[config.mk]
export PLATFORM = sky130hd
export DESIGN_NAME = dispatch_ctrl_flat
export DESIGN_NICKNAME = d
export VERILOG_FILES = /design/src/rtl/dispatch_ctrl_pkg.sv /design/src/rtl/dispatch_ctrl_if.sv /design/src/rtl/dispatch_ctrl_inst_queue.sv /design/src/rtl/dispatch_ctrl.sv /design/src/flat_wrapper.sv
export SDC_FILE = /design/constraint.sdc
export NUM_CORES = 1
export LEC_CHECK = 0
export CORE_ASPECT_RATIO = 0.5
export CORE_MARGIN = 1
export CORE_UTILIZATION = 40
export CTS_CLUSTER_DIAMETER = 80
export CTS_CLUSTER_SIZE = 28
export DETAILED_ROUTE_END_ITERATION = 12
export GPL_TIMING_DRIVEN = 0
export MAX_ROUTING_LAYER = met4
export SLEW_MARGIN = 5
export SYNTH_ARGS = -nofsm -noshare
export SYNTH_HDL_FRONTEND = slang
export SYNTH_SLANG_ARGS = --single-unit
[constraint.sdc]
create_clock -name clk -period 9 [get_ports clk]
set_input_delay 1.8 -clock clk [delete_from_list [all_inputs] [get_ports clk]]
set_output_delay 1.8 -clock clk [all_outputs]
set_load 0.005 [all_outputs]
[src/rtl/dispatch_ctrl_pkg.sv]
// Shared types for the dispatch slice: opcode enumeration, queue/FSM encodings,
// queue entry and dispatch payload records, and the head classification helper.
package dispatch_ctrl_pkg;

  typedef logic [31:0] ins_t;
  typedef logic [31:0] data_t;
  typedef logic [4:0]  reg_pos_t;

  typedef enum logic [5:0] {
    OPENUM_NOP = 6'd0,
    OPENUM_LUI, OPENUM_AUIPC, OPENUM_JAL, OPENUM_JALR,
    OPENUM_BEQ, OPENUM_BNE, OPENUM_BLT, OPENUM_BGE, OPENUM_BLTU, OPENUM_BGEU,
    OPENUM_LB, OPENUM_LH, OPENUM_LW, OPENUM_LBU, OPENUM_LHU,
    OPENUM_SB, OPENUM_SH, OPENUM_SW,
    OPENUM_ADDI, OPENUM_SLTI, OPENUM_SLTIU, OPENUM_XORI, OPENUM_ORI, OPENUM_ANDI,
    OPENUM_SLLI, OPENUM_SRLI, OPENUM_SRAI,
    OPENUM_ADD, OPENUM_SUB, OPENUM_SLL, OPENUM_SLT, OPENUM_SLTU,
    OPENUM_XOR, OPENUM_SRL, OPENUM_SRA, OPENUM_OR, OPENUM_AND
  } openum_t;

  // Loads and stores are encoded contiguously so MEM membership is a range test.
  localparam openum_t OPENUM_MEM_FIRST = OPENUM_LB;
  localparam openum_t OPENUM_MEM_LAST  = OPENUM_SW;

  typedef enum logic [1:0] {
    IQ_RUN   = 2'd0,
    IQ_STALL = 2'd1,
    IQ_FLUSH = 2'd2
  } iq_state_t;

  typedef enum logic [1:0] {
    CLS_NOP = 2'd0,
    CLS_ALU = 2'd1,
    CLS_MEM = 2'd2
  } op_class_t;

  typedef struct packed {
    ins_t  inst;
    data_t pc;
    logic  pred_jump;
  } iq_entry_t;

  typedef struct packed {
    openum_t  openum;
    reg_pos_t rd;
    reg_pos_t rs1;
    reg_pos_t rs2;
    data_t    imm;
    data_t    pc;
    logic     pred_jump;
    logic     is_jump;
    logic     is_store;
  } disp_payload_t;

  function automatic op_class_t op_class(input openum_t op);
    if (op == OPENUM_NOP) return CLS_NOP;
    if (op >= OPENUM_MEM_FIRST && op <= OPENUM_MEM_LAST) return CLS_MEM;
    return CLS_ALU;
  endfunction

endpackage

[src/rtl/dispatch_ctrl_if.sv]
// Bundle between dispatch_ctrl and its neighbours: fetch push side, the external
// decoder loop, downstream almost-full flags and the registered dispatch outputs.
interface dispatch_ctrl_if;
  import dispatch_ctrl_pkg::*;

  logic     fetch_valid;
  ins_t     fetch_inst;
  data_t    fetch_pc;
  logic     fetch_pred_jump;
  logic     iq_full;

  ins_t     dec_inst;
  openum_t  dec_openum;
  reg_pos_t dec_rd;
  reg_pos_t dec_rs1;
  reg_pos_t dec_rs2;
  data_t    dec_imm;
  logic     dec_is_jump;
  logic     dec_is_store;

  logic     rs_full;
  logic     lsb_full;
  logic     rob_full;

  logic     disp_rs;
  logic     disp_lsb;
  logic     disp_rob;
  openum_t  disp_openum;
  reg_pos_t disp_rd;
  reg_pos_t disp_rs1;
  reg_pos_t disp_rs2;
  data_t    disp_imm;
  data_t    disp_pc;
  logic     disp_pred_jump;
  logic     disp_is_jump;
  logic     disp_is_store;

  modport master (
    input  fetch_valid, fetch_inst, fetch_pc, fetch_pred_jump,
    input  dec_openum, dec_rd, dec_rs1, dec_rs2, dec_imm, dec_is_jump, dec_is_store,
    input  rs_full, lsb_full, rob_full,
    output iq_full, dec_inst,
    output disp_rs, disp_lsb, disp_rob, disp_openum, disp_rd, disp_rs1, disp_rs2,
    output disp_imm, disp_pc, disp_pred_jump, disp_is_jump, disp_is_store
  );

  modport slave (
    output fetch_valid, fetch_inst, fetch_pc, fetch_pred_jump,
    output dec_openum, dec_rd, dec_rs1, dec_rs2, dec_imm, dec_is_jump, dec_is_store,
    output rs_full, lsb_full, rob_full,
    input  iq_full, dec_inst,
    input  disp_rs, disp_lsb, disp_rob, disp_openum, disp_rd, disp_rs1, disp_rs2,
    input  disp_imm, disp_pc, disp_pred_jump, disp_is_jump, disp_is_store
  );

endinterface

[src/rtl/dispatch_ctrl_inst_queue.sv]
// Circular instruction FIFO with synchronous clear; the head word is read
// combinationally because the decoder works directly off it.
module inst_queue #(
  parameter int DEPTH_LOG = 3,
  parameter int WIDTH     = 65
) (
  input  logic                 clk,
  input  logic                 rst_n,
  input  logic                 clear_i,
  input  logic                 push_i,
  input  logic                 pop_i,
  input  logic [WIDTH-1:0]     push_data_i,
  output logic [WIDTH-1:0]     head_data_o,
  output logic [DEPTH_LOG:0]   count_o,
  output logic                 full_o,
  output logic                 empty_o
);

  localparam int                 DEPTH    = 1 << DEPTH_LOG;
  localparam logic [DEPTH_LOG:0] CNT_FULL = (DEPTH_LOG + 1)'(DEPTH);
  localparam logic [DEPTH_LOG:0] CNT_ONE  = (DEPTH_LOG + 1)'(1);
  localparam logic [DEPTH_LOG-1:0] PTR_ONE = DEPTH_LOG'(1);

  logic [WIDTH-1:0]     mem_q [DEPTH];
  logic [DEPTH_LOG-1:0] head_q, tail_q;
  logic [DEPTH_LOG:0]   count_q;
  logic                 push_ok, pop_ok;

  assign full_o      = (count_q == CNT_FULL);
  assign empty_o     = (count_q == '0);
  assign count_o     = count_q;
  assign head_data_o = mem_q[head_q];
  // A full queue refuses pushes even when the head leaves in the same cycle.
  assign push_ok     = push_i & ~full_o & ~clear_i;
  assign pop_ok      = pop_i & ~empty_o & ~clear_i;

  always_ff @(posedge clk) begin
    if (push_ok) mem_q[tail_q] <= push_data_i;
  end

  always_ff @(posedge clk or negedge rst_n) begin
    if (!rst_n) begin
      head_q  <= '0;
      tail_q  <= '0;
      count_q <= '0;
    end else if (clear_i) begin
      head_q  <= '0;
      tail_q  <= '0;
      count_q <= '0;
    end else begin
      if (push_ok) tail_q <= tail_q + PTR_ONE;
      if (pop_ok)  head_q <= head_q + PTR_ONE;
      case ({push_ok, pop_ok})
        2'b10:   count_q <= count_q + CNT_ONE;
        2'b01:   count_q <= count_q - CNT_ONE;
        default: count_q <= count_q;
      endcase
    end
  end

endmodule

[src/rtl/dispatch_ctrl.sv]
// Dispatch sequencer: queues fetch words, classifies the decoded head and issues one
// registered RS/LSB/ROB dispatch per cycle. Optional counters under DISPATCH_PERF_EN.
module dispatch_ctrl
  import dispatch_ctrl_pkg::*;
#(
  parameter int IQ_DEPTH_LOG = 3
) (
  input  logic            clk,
  input  logic            rst_n,
  input  logic            rdy,
  input  logic            rollback,
  dispatch_ctrl_if.master bus
`ifdef DISPATCH_PERF_EN
  ,
  output logic [31:0]     perf_disp_cnt,
  output logic [31:0]     perf_stall_cnt,
  output logic [15:0]     perf_drop_cnt
`endif
);

  iq_state_t          state_q, state_d;
  iq_entry_t          push_entry, head_entry;
  logic [IQ_DEPTH_LOG:0] iq_count;
  logic               iq_full_w, iq_empty;
  op_class_t          head_cls;
  logic               target_full, push_en, pop_en, dispatch_en, clear_en;
  disp_payload_t      payload_q, payload_d;
  logic               disp_rs_q, disp_lsb_q, disp_rob_q;

  assign push_entry = '{inst: bus.fetch_inst, pc: bus.fetch_pc, pred_jump: bus.fetch_pred_jump};
  assign head_cls   = op_class(bus.dec_openum);

  inst_queue #(
    .DEPTH_LOG (IQ_DEPTH_LOG),
    .WIDTH     ($bits(iq_entry_t))
  ) u_queue (
    .clk         (clk),
    .rst_n       (rst_n),
    .clear_i     (clear_en),
    .push_i      (push_en),
    .pop_i       (pop_en),
    .push_data_i (push_entry),
    .head_data_o (head_entry),
    .count_o     (iq_count),
    .full_o      (iq_full_w),
    .empty_o     (iq_empty)
  );

  always_ff @(posedge clk or negedge rst_n) begin
    if (!rst_n) state_q <= IQ_RUN;
    else        state_q <= state_d;
  end

  always_comb begin
    target_full = 1'b0;
    case (head_cls)
      CLS_MEM: target_full = bus.lsb_full | bus.rob_full;
      CLS_ALU: target_full = bus.rs_full | bus.rob_full;
      default: target_full = 1'b0;
    endcase

    // A back-end stall only holds the head; fetch keeps filling until the queue is full.
    push_en     = rdy & bus.fetch_valid & ~iq_full_w & (state_q != IQ_FLUSH) & ~rollback;
    pop_en      = rdy & (state_q == IQ_RUN) & (iq_count != '0) & ~rollback & ~target_full;
    dispatch_en = pop_en & (head_cls != CLS_NOP);
    clear_en    = rdy & rollback;

    state_d = state_q;
    if (rdy) begin
      if (rollback) begin
        state_d = IQ_FLUSH;
      end else begin
        case (state_q)
          IQ_RUN:   if (!iq_empty && target_full) state_d = IQ_STALL;
          IQ_STALL: if (!target_full) state_d = IQ_RUN;
          IQ_FLUSH: state_d = IQ_RUN;
          default:  state_d = IQ_RUN;
        endcase
      end
    end
  end

  assign payload_d = '{
    openum:    bus.dec_openum,
    rd:        bus.dec_rd,
    rs1:       bus.dec_rs1,
    rs2:       bus.dec_rs2,
    imm:       bus.dec_imm,
    pc:        head_entry.pc,
    pred_jump: head_entry.pred_jump,
    is_jump:   bus.dec_is_jump,
    is_store:  bus.dec_is_store
  };

  always_ff @(posedge clk or negedge rst_n) begin
    if (!rst_n) begin
      disp_rs_q  <= 1'b0;
      disp_lsb_q <= 1'b0;
      disp_rob_q <= 1'b0;
      payload_q  <= '0;
    end else begin
      disp_rs_q  <= dispatch_en & (head_cls == CLS_ALU);
      disp_lsb_q <= dispatch_en & (head_cls == CLS_MEM);
      disp_rob_q <= dispatch_en;
      if (dispatch_en) payload_q <= payload_d;
    end
  end

  assign bus.iq_full        = iq_full_w;
  assign bus.dec_inst       = iq_empty ? '0 : head_entry.inst;
  assign bus.disp_rs        = disp_rs_q;
  assign bus.disp_lsb       = disp_lsb_q;
  assign bus.disp_rob       = disp_rob_q;
  assign bus.disp_openum    = payload_q.openum;
  assign bus.disp_rd        = payload_q.rd;
  assign bus.disp_rs1       = payload_q.rs1;
  assign bus.disp_rs2       = payload_q.rs2;
  assign bus.disp_imm       = payload_q.imm;
  assign bus.disp_pc        = payload_q.pc;
  assign bus.disp_pred_jump = payload_q.pred_jump;
  assign bus.disp_is_jump   = payload_q.is_jump;
  assign bus.disp_is_store  = payload_q.is_store;

`ifdef DISPATCH_PERF_EN
  logic [31:0] perf_disp_q, perf_stall_q;
  logic [15:0] perf_drop_q;

  always_ff @(posedge clk or negedge rst_n) begin
    if (!rst_n) begin
      perf_disp_q  <= '0;
      perf_stall_q <= '0;
      perf_drop_q  <= '0;
    end else begin
      if (dispatch_en)                         perf_disp_q  <= perf_disp_q + 32'd1;
      if (rdy && state_q == IQ_STALL)          perf_stall_q <= perf_stall_q + 32'd1;
      if (pop_en && head_cls == CLS_NOP)       perf_drop_q  <= perf_drop_q + 16'd1;
    end
  end

  assign perf_disp_cnt  = perf_disp_q;
  assign perf_stall_cnt = perf_stall_q;
  assign perf_drop_cnt  = perf_drop_q;
`endif

endmodule

[src/flat_wrapper.sv]
// flat-port wrapper written by rule: the top's interface ports become plain ports
module dispatch_ctrl_flat import dispatch_ctrl_pkg::*;
#(
  parameter int IQ_DEPTH_LOG = 3
)
  (clk, rst_n, rdy, rollback, bus_fetch_valid, bus_fetch_inst, bus_fetch_pc, bus_fetch_pred_jump, bus_dec_openum, bus_dec_rd, bus_dec_rs1, bus_dec_rs2, bus_dec_imm, bus_dec_is_jump, bus_dec_is_store, bus_rs_full, bus_lsb_full, bus_rob_full, bus_iq_full, bus_dec_inst, bus_disp_rs, bus_disp_lsb, bus_disp_rob, bus_disp_openum, bus_disp_rd, bus_disp_rs1, bus_disp_rs2, bus_disp_imm, bus_disp_pc, bus_disp_pred_jump, bus_disp_is_jump, bus_disp_is_store);
  dispatch_ctrl_if bus_i ();
  input  logic clk;
  input  logic rst_n;
  input  logic rdy;
  input  logic rollback;
  input wire logic [$bits(bus_i.fetch_valid)-1:0] bus_fetch_valid;
  input wire logic [$bits(bus_i.fetch_inst)-1:0] bus_fetch_inst;
  input wire logic [$bits(bus_i.fetch_pc)-1:0] bus_fetch_pc;
  input wire logic [$bits(bus_i.fetch_pred_jump)-1:0] bus_fetch_pred_jump;
  input wire logic [$bits(bus_i.dec_openum)-1:0] bus_dec_openum;
  input wire logic [$bits(bus_i.dec_rd)-1:0] bus_dec_rd;
  input wire logic [$bits(bus_i.dec_rs1)-1:0] bus_dec_rs1;
  input wire logic [$bits(bus_i.dec_rs2)-1:0] bus_dec_rs2;
  input wire logic [$bits(bus_i.dec_imm)-1:0] bus_dec_imm;
  input wire logic [$bits(bus_i.dec_is_jump)-1:0] bus_dec_is_jump;
  input wire logic [$bits(bus_i.dec_is_store)-1:0] bus_dec_is_store;
  input wire logic [$bits(bus_i.rs_full)-1:0] bus_rs_full;
  input wire logic [$bits(bus_i.lsb_full)-1:0] bus_lsb_full;
  input wire logic [$bits(bus_i.rob_full)-1:0] bus_rob_full;
  output wire logic [$bits(bus_i.iq_full)-1:0] bus_iq_full;
  output wire logic [$bits(bus_i.dec_inst)-1:0] bus_dec_inst;
  output wire logic [$bits(bus_i.disp_rs)-1:0] bus_disp_rs;
  output wire logic [$bits(bus_i.disp_lsb)-1:0] bus_disp_lsb;
  output wire logic [$bits(bus_i.disp_rob)-1:0] bus_disp_rob;
  output wire logic [$bits(bus_i.disp_openum)-1:0] bus_disp_openum;
  output wire logic [$bits(bus_i.disp_rd)-1:0] bus_disp_rd;
  output wire logic [$bits(bus_i.disp_rs1)-1:0] bus_disp_rs1;
  output wire logic [$bits(bus_i.disp_rs2)-1:0] bus_disp_rs2;
  output wire logic [$bits(bus_i.disp_imm)-1:0] bus_disp_imm;
  output wire logic [$bits(bus_i.disp_pc)-1:0] bus_disp_pc;
  output wire logic [$bits(bus_i.disp_pred_jump)-1:0] bus_disp_pred_jump;
  output wire logic [$bits(bus_i.disp_is_jump)-1:0] bus_disp_is_jump;
  output wire logic [$bits(bus_i.disp_is_store)-1:0] bus_disp_is_store;
  assign bus_i.fetch_valid = bus_fetch_valid;
  assign bus_i.fetch_inst = bus_fetch_inst;
  assign bus_i.fetch_pc = bus_fetch_pc;
  assign bus_i.fetch_pred_jump = bus_fetch_pred_jump;
  assign bus_i.dec_openum = bus_dec_openum;
  assign bus_i.dec_rd = bus_dec_rd;
  assign bus_i.dec_rs1 = bus_dec_rs1;
  assign bus_i.dec_rs2 = bus_dec_rs2;
  assign bus_i.dec_imm = bus_dec_imm;
  assign bus_i.dec_is_jump = bus_dec_is_jump;
  assign bus_i.dec_is_store = bus_dec_is_store;
  assign bus_i.rs_full = bus_rs_full;
  assign bus_i.lsb_full = bus_lsb_full;
  assign bus_i.rob_full = bus_rob_full;
  assign bus_iq_full = bus_i.iq_full;
  assign bus_dec_inst = bus_i.dec_inst;
  assign bus_disp_rs = bus_i.disp_rs;
  assign bus_disp_lsb = bus_i.disp_lsb;
  assign bus_disp_rob = bus_i.disp_rob;
  assign bus_disp_openum = bus_i.disp_openum;
  assign bus_disp_rd = bus_i.disp_rd;
  assign bus_disp_rs1 = bus_i.disp_rs1;
  assign bus_disp_rs2 = bus_i.disp_rs2;
  assign bus_disp_imm = bus_i.disp_imm;
  assign bus_disp_pc = bus_i.disp_pc;
  assign bus_disp_pred_jump = bus_i.disp_pred_jump;
  assign bus_disp_is_jump = bus_i.disp_is_jump;
  assign bus_disp_is_store = bus_i.disp_is_store;
  dispatch_ctrl #(.IQ_DEPTH_LOG(IQ_DEPTH_LOG)) u_core (.clk(clk), .rst_n(rst_n), .rdy(rdy), .rollback(rollback), .bus(bus_i));
endmodule
# Word-level counts from Yosys, hierarchy flattened
# Memory sizes are Yosys's and may differ from the RTL's.
# Index checks and enable logic that the tools add are counted.
[classes]
div_mod_pow = 0
n_eq_ne = 9
multipliers = 0
shifts = 0
n_bitwise = 23
mux = 21
order_cmp = 2
n_reduce_logical = 12
n_addsub = 4
[op_table]
columns = ["operator", "n"]
rows = [
  ["$mux 32", 1],
  ["$and 1x1->1", 16],
  ["$mux 2", 7],
  ["$mux 3", 4],
  ["$pmux 4 s2", 1],
  ["$add 3x1->3 const B", 2],
  ["$eq 2x1->1 const B", 3],
  ["$ge 6x4->1 const B", 1],
  ["$le 6x5->1 const B", 1],
  ["$logic_not 6->1", 1],
  ["$ne 3x3->1 const B", 2],
  ["$reduce_bool 2->1", 3],
  ["$mux 1", 5],
  ["$not 1->1", 5],
  ["$add 4x1->4 const B", 1],
  ["$eq 2x2->1 const B", 2],
  ["$eq 4x4->1 const B", 1],
  ["$logic_not 4->1", 1],
  ["$mux 4", 1],
  ["$pmux 2 s2", 1],
  ["$reduce_bool 4->1", 1],
  ["$sub 4x1->4 const B", 1],
  ["$reduce_and 3->1", 1],
  ["$reduce_bool 3->1", 1],
  ["other kinds (6)", 8],
]
[totals]
register_bits = 103
n_memories = 1
inputBits = 128
ram_bits = 520
rom_bits = 0
elab_cells = 88
latch_bits = 0
[memory_table]
columns = ["name", "depth", "word_bits", "rd", "rd_ports_with_merged_regs", "write_ports", "line_no", "rtl"]
rows = [
  ["u_core.u_queue.mem_q", 8, 65, 1, 0, 1, "dispatch_ctrl_inst_queue.sv:24", "logic [WIDTH-1:0] mem_q [DEPTH];"],
]

# Logic depth before layout (Yosys ltp)
[logic_depth]
depth_word = 15
ltp_mapped = 12
ltp_nobuf = 12

# Modules after synthesis
# A second synthesis with hierarchy kept.
[unflattened]
hier_cells = 1085
area_unflattened_um2 = 23974.2
[by_module_without_submodules]
columns = ["mod", "cells_each", "area_per_inst_um2", "seq_area_each_um2", "n_inst"]
rows = [
  ["inst_queue", 830, 20160.6, 15865.2, 1],
  ["dispatch_ctrl", 255, 3813.7, 2327.2, 1],
]

# Worst setup path after synthesis
# OpenSTA, ideal clock, no wires.
[synth_timing]
path_kind = "input port to flip-flop"
from = "input rollback"
to = "memory u_core.u_queue.mem_q[0][0] (enable)"
stages = 3
slack_ns = 1.373
setup_time_ns = 0.568
arrival_time_ns = 7.059
t_required_ns = 8.432
path_buffers = 0
cell_sequence = "nor4_1 > nand2b_1 > nor3_1"
[synth_via]
elab_chain_len = 6
[synth_rtl]
columns = ["item", "line_no", "rtl"]
rows = [
  ["start, declared", "flat_wrapper.sv:11", "input logic rollback;"],
  ["$not 1->1", "dispatch_ctrl.sv:63", "push_en = rdy & bus.fetch_valid & ~iq_full_w & (state_q != IQ_FLUSH) & ~rollback;"],
  ["$and 1x1->1", "dispatch_ctrl.sv:63", ""],
  ["$and 1x1->1", "dispatch_ctrl_inst_queue.sv:34", "assign push_ok = push_i & ~full_o & ~clear_i;"],
  ["$and 1x1->1 (*)", "dispatch_ctrl_inst_queue.sv:34", ""],
  ["$mux 1 (*)", "dispatch_ctrl_inst_queue.sv:38", "if (push_ok) mem_q[tail_q] <= push_data_i;"],
  ["$mux 1 (not written as such) (*)", "dispatch_ctrl_inst_queue.sv:38", ""],
  ["end, declared", "dispatch_ctrl_inst_queue.sv:24", ""],
]
# Mark *: on every way between the ends. The rest lies on a longest branch, timed or not.

# Worst setup path after layout
[layout_timing]
from = "register u_core.u_queue.head_q[1]"
to = "output bus_dec_inst[29]"
[layout_via]
elab_chain_len = 2
[layout_rtl]
columns = ["item", "line_no", "rtl"]
rows = [
  ["start, declared", "dispatch_ctrl_inst_queue.sv:25", "logic [DEPTH_LOG-1:0] head_q, tail_q;"],
  ["start signal, assigned", "dispatch_ctrl_inst_queue.sv:52", "if (pop_ok) head_q <= head_q + PTR_ONE;"],
  ["$mem_v2 8x65", "n/a", ""],
  ["$mux 32", "dispatch_ctrl.sv:110", "assign bus.dec_inst = iq_empty ? '0 : head_entry.inst;"],
  ["end, declared", "flat_wrapper.sv:27", "output wire logic [$bits(bus_i.dec_inst)-1:0] bus_dec_inst;"],
]
# No other way between the ends.

==> impl_metrics.tcl <==
set metrics [dict create \
    ys_seq_elements 623 \
    die_area_um2 61430 \
    cts_root_buf "clkbuf_16" \
    cp_max_fo 10 \
    post_cts_resized 0 \
    first_pass_iters 5 \
    hold_ws_ps 518.0 \
    reg2reg_to "u_core.u_queue.mem_q[0][44]$_DFFE_PP_" \
    cts_tree "done" \
    hp-start "u_core.bus.disp_imm[19]$_DFFE_PN0P_" \
    synthAdderAreaFrac 0.003419 \
    grt_overflow_total 0 \
    max_clock_freq_ghz 0.1732 \
    synth_simple_gate_area_frac 0.01523 \
    status "finished, final reports clean" \
    post-dp-hpwl_mm 35.09 \
    finalClockSkew_ps 30.62 \
    cts.sink_count 623 \
    initial_utilization 0.4064 \
    htreeDepth 1 \
    num_rows 63 \
    ant_nets 0 \
    r2r_setup_slack_ps 5380 \
    drv_slew 0 \
    wl_per_cell_um 23.73 \
    ir_drop_mv 0.1321 \
    ff2ff_path_depth 9 \
    r2r-start "u_core.u_queue.count_o[3]$_DFFE_PN0P_" \
    finalPower_w 0.005659 \
    synth_edf_count 520 \
    ys.flop_type "edfxtp_1" \
    setup_viol 0 \
    synthMuxAreaShare 0.2063 \
    post-place-ws_ps 3372 \
    postSynthAreaPerCell_um2 22.53 \
    dieWidth_um 349.5 \
    finalCriticalPeriod_ps 5774 \
    synth_top_area_cell "edfxtp_1" \
    hold_path.class "flip-flop to flip-flop" \
    drcViolationCount 0 \
    worst_pin_slew_ps 955.7 \
    gp_congestion 0.7082 \
    port-buffer-count 251 \
    syn2layout_area_growth_pct 20.73 \
    vias 11315 \
    via_per_inst 5.090 \
    num_io_pins 252 \
    ys_seq_area_frac 0.7532 \
    fin_cells 2223 \
    nFillCells 4786 \
    power.leakage_nw 9.848 \
    max_slew_margin 0.3614 \
    dp_cells 2173 \
    min_path_cells 1 \
    grt_pass1_wl_mm 78.14 \
    cts-buffers-inserted 26 \
    required_ps 7200 \
    cts_setup_buffers 0 \
    synth-compound-area-share 0.004248 \
    synth_fp_nets 1206 \
    clockBufferDepth 3 \
    gr-usage-all-layers 0.1767 \
    ys_types 40 \
    drt_wl_total_mm 52.76 \
    fin_ws_ps 3226 \
    p_per_area_nw_per_um2 194.1 \
    synth_xor_area_frac 0.001450 \
    die_h_um 175.8 \
    drv_cap 0 \
    crit_path_end_kind "primary output" \
    drive_gt1_frac 0.2520 \
    synth_area_leaders "edfxtp_1, mux4_2, dfrtp_1" \
    netlist_top_cells_count "edfxtp_1, mux4_2, dfrtp_1" \
    drt_iter0_drc 968 \
    synth_top_family_by_area "multiplexers" \
    clk_latency_ps 610 \
    grt_start_max_net_pins 75 \
    grt_pass1_vias 12052 \
    yosys_warnings 0 \
    core_um2 59430 \
    synth_cells 1072 \
    synth_async_sr_flop_share 0.1653 \
    yosysTopAreaCellShare 0.6465 \
    rsz0062_at_grt "no" \
    worst_ep_arrival_time_ps 3970 \
    timing.final.crit_share 0.6416 \
    hold_end "u_core.bus.disp_imm[19]$_DFFE_PN0P_" \
    synth_most_common_cell "edfxtp_1" \
    holdBufCountCts 0 \
    path_class "flip-flop to primary output" \
    regArea_um2 18190 \
    grt_antenna_before_repair 2 \
    netlist_area_um2 24150 \
    multi_input_area_um2 5632 \
    clk_pin_slew_ps 110 \
    nets 1523 \
    start_kind "flip-flop" \
    finalHoldViolCount 0 \
]
[worst max-delay path: stages (launching register included)]
cell             delay [ps]
dfrtp_1                 370
clkbuf_1                220
buf_2                   330
buf_1                   530
clkbuf_1                710
mux4_2                  410
mux2i_1                 250
nor2_1                   70
clkdlybuf4s50_1         470
[worst max-delay path by stage]
| stage | startpoint | depth (start not counted) | slack, ps | to |
|---|---|---|---|---|
| 3_5_place_dp | bus_dec_openum[1] | 13 | 3370 | u_core.u_queue.count_o[3]$_DFFE_PN0P_ |
| 6_report | u_core.u_queue.head_q[1]$_DFFE_PN0P_ | 8 | 3230 | bus_dec_inst[29] |
| 5_1_grt | u_core.u_queue.head_q[1]$_DFFE_PN0P_ | 8 | 2960 | bus_dec_inst[29] |
| 3_3_place_gp | rdy | 5 | -4620 | u_core.u_queue.mem_q[0][39]$_DFFE_PP_ |
| 4_1_cts | u_core.u_queue.head_q[1]$_DFFE_PN0P_ | 8 | 3080 | bus_dec_inst[29] |
| 2_1_floorplan | rollback | 3 | 1370 | u_core.u_queue.mem_q[0][0]$_DFFE_PP_ |
[cells in the final DEF, fill, tap and decap left out, types with 3 or more instances in the layout]
cell type	instances
clkbuf_16	27
dfrtp_1	103
nor2_4	6
edfxtp_1	520
o21ai_0	3
buf_4	8
mux2_2	33
clkdlybuf4s50_1	250
xor2_1	3
mux2_4	86
clkbuf_1	41
buf_2	13
inv_1	5
a21oi_1	7
buf_8	3
buf_12	22
buf_1	4
buf_16	5
mux4_2	130
nand2_1	11
ha_1	5
buf_6	13
or4_1	3
nand2b_1	3
mux2i_1	38
nor2_1	40
[cell type report]
cell class,instances,area share
clock inverters,3,0.001759
repair buffers,289,0.1074
clock buffers,45,0.02549
plain buffers,52,0.01261
diodes,2,0.0001716
multi-input cells,391,0.1931
well taps,812,0.03484
inverters,6,0.0007723
flip-flops and latches,623,0.6239
[where the power goes]
part	switching, W	total (W)	internal [W]
clock	0.000867	0.00145	0.000579
combinational	0.000279	0.000844	0.000565
sequential	0.0000937	0.00337	0.00327
total	0.00124	0.00566	0.00442
[through the flow]
stage	utilization	TNS, ps	instance area [um2]
finish	0.4906	0	29160
global route	0.4906	0	29160
detailed placement	0.4772	0	28360
floorplan	-	0	24150
global placement	0.4657	-968510	27680
CTS	0.4905	0	29160
[logic make-up (layout without fill, tap and decap cells)]
kind of cell / after synthesis / after routing
AOI/OAI and AO/OA: 14 / 14
and+or+nand+nor: 79 / 79
other: 0 / 2
buffers and inverters: 58 / 395
DFF: 623 / 623
muxes: 288 / 288
xor gates and xnor gates: 4 / 4
adders and majority gates: 6 / 6
[routing by layer]
metal | GRT usage | up-vias | wire length (um)
li1 | - | 4974 | -
met1 | 0.2324 | 6094 | 22780
met2 | 0.3028 | 204 | 27380
met3 | 0.02129 | 43 | 1913
met4 | 0.02485 | 0 | 693
met5 | - | - | 0
[flip-flops by register name, summed over array words and instances, names as in the netlist, 3 cells and up]
name                    flops
u_core.u_queue.mem_q      520
u_core.bus.disp_imm        32
u_core.bus.disp_pc         32
u_core.bus.disp_openum      6
u_core.bus.disp_rd          5
u_core.bus.disp_rs1         5
u_core.bus.disp_rs2         5
u_core.u_queue.count_o      4
u_core.u_queue.head_q       3
u_core.u_queue.tail_q       3
No activity file was read; power rests on OpenSTA's default activity.
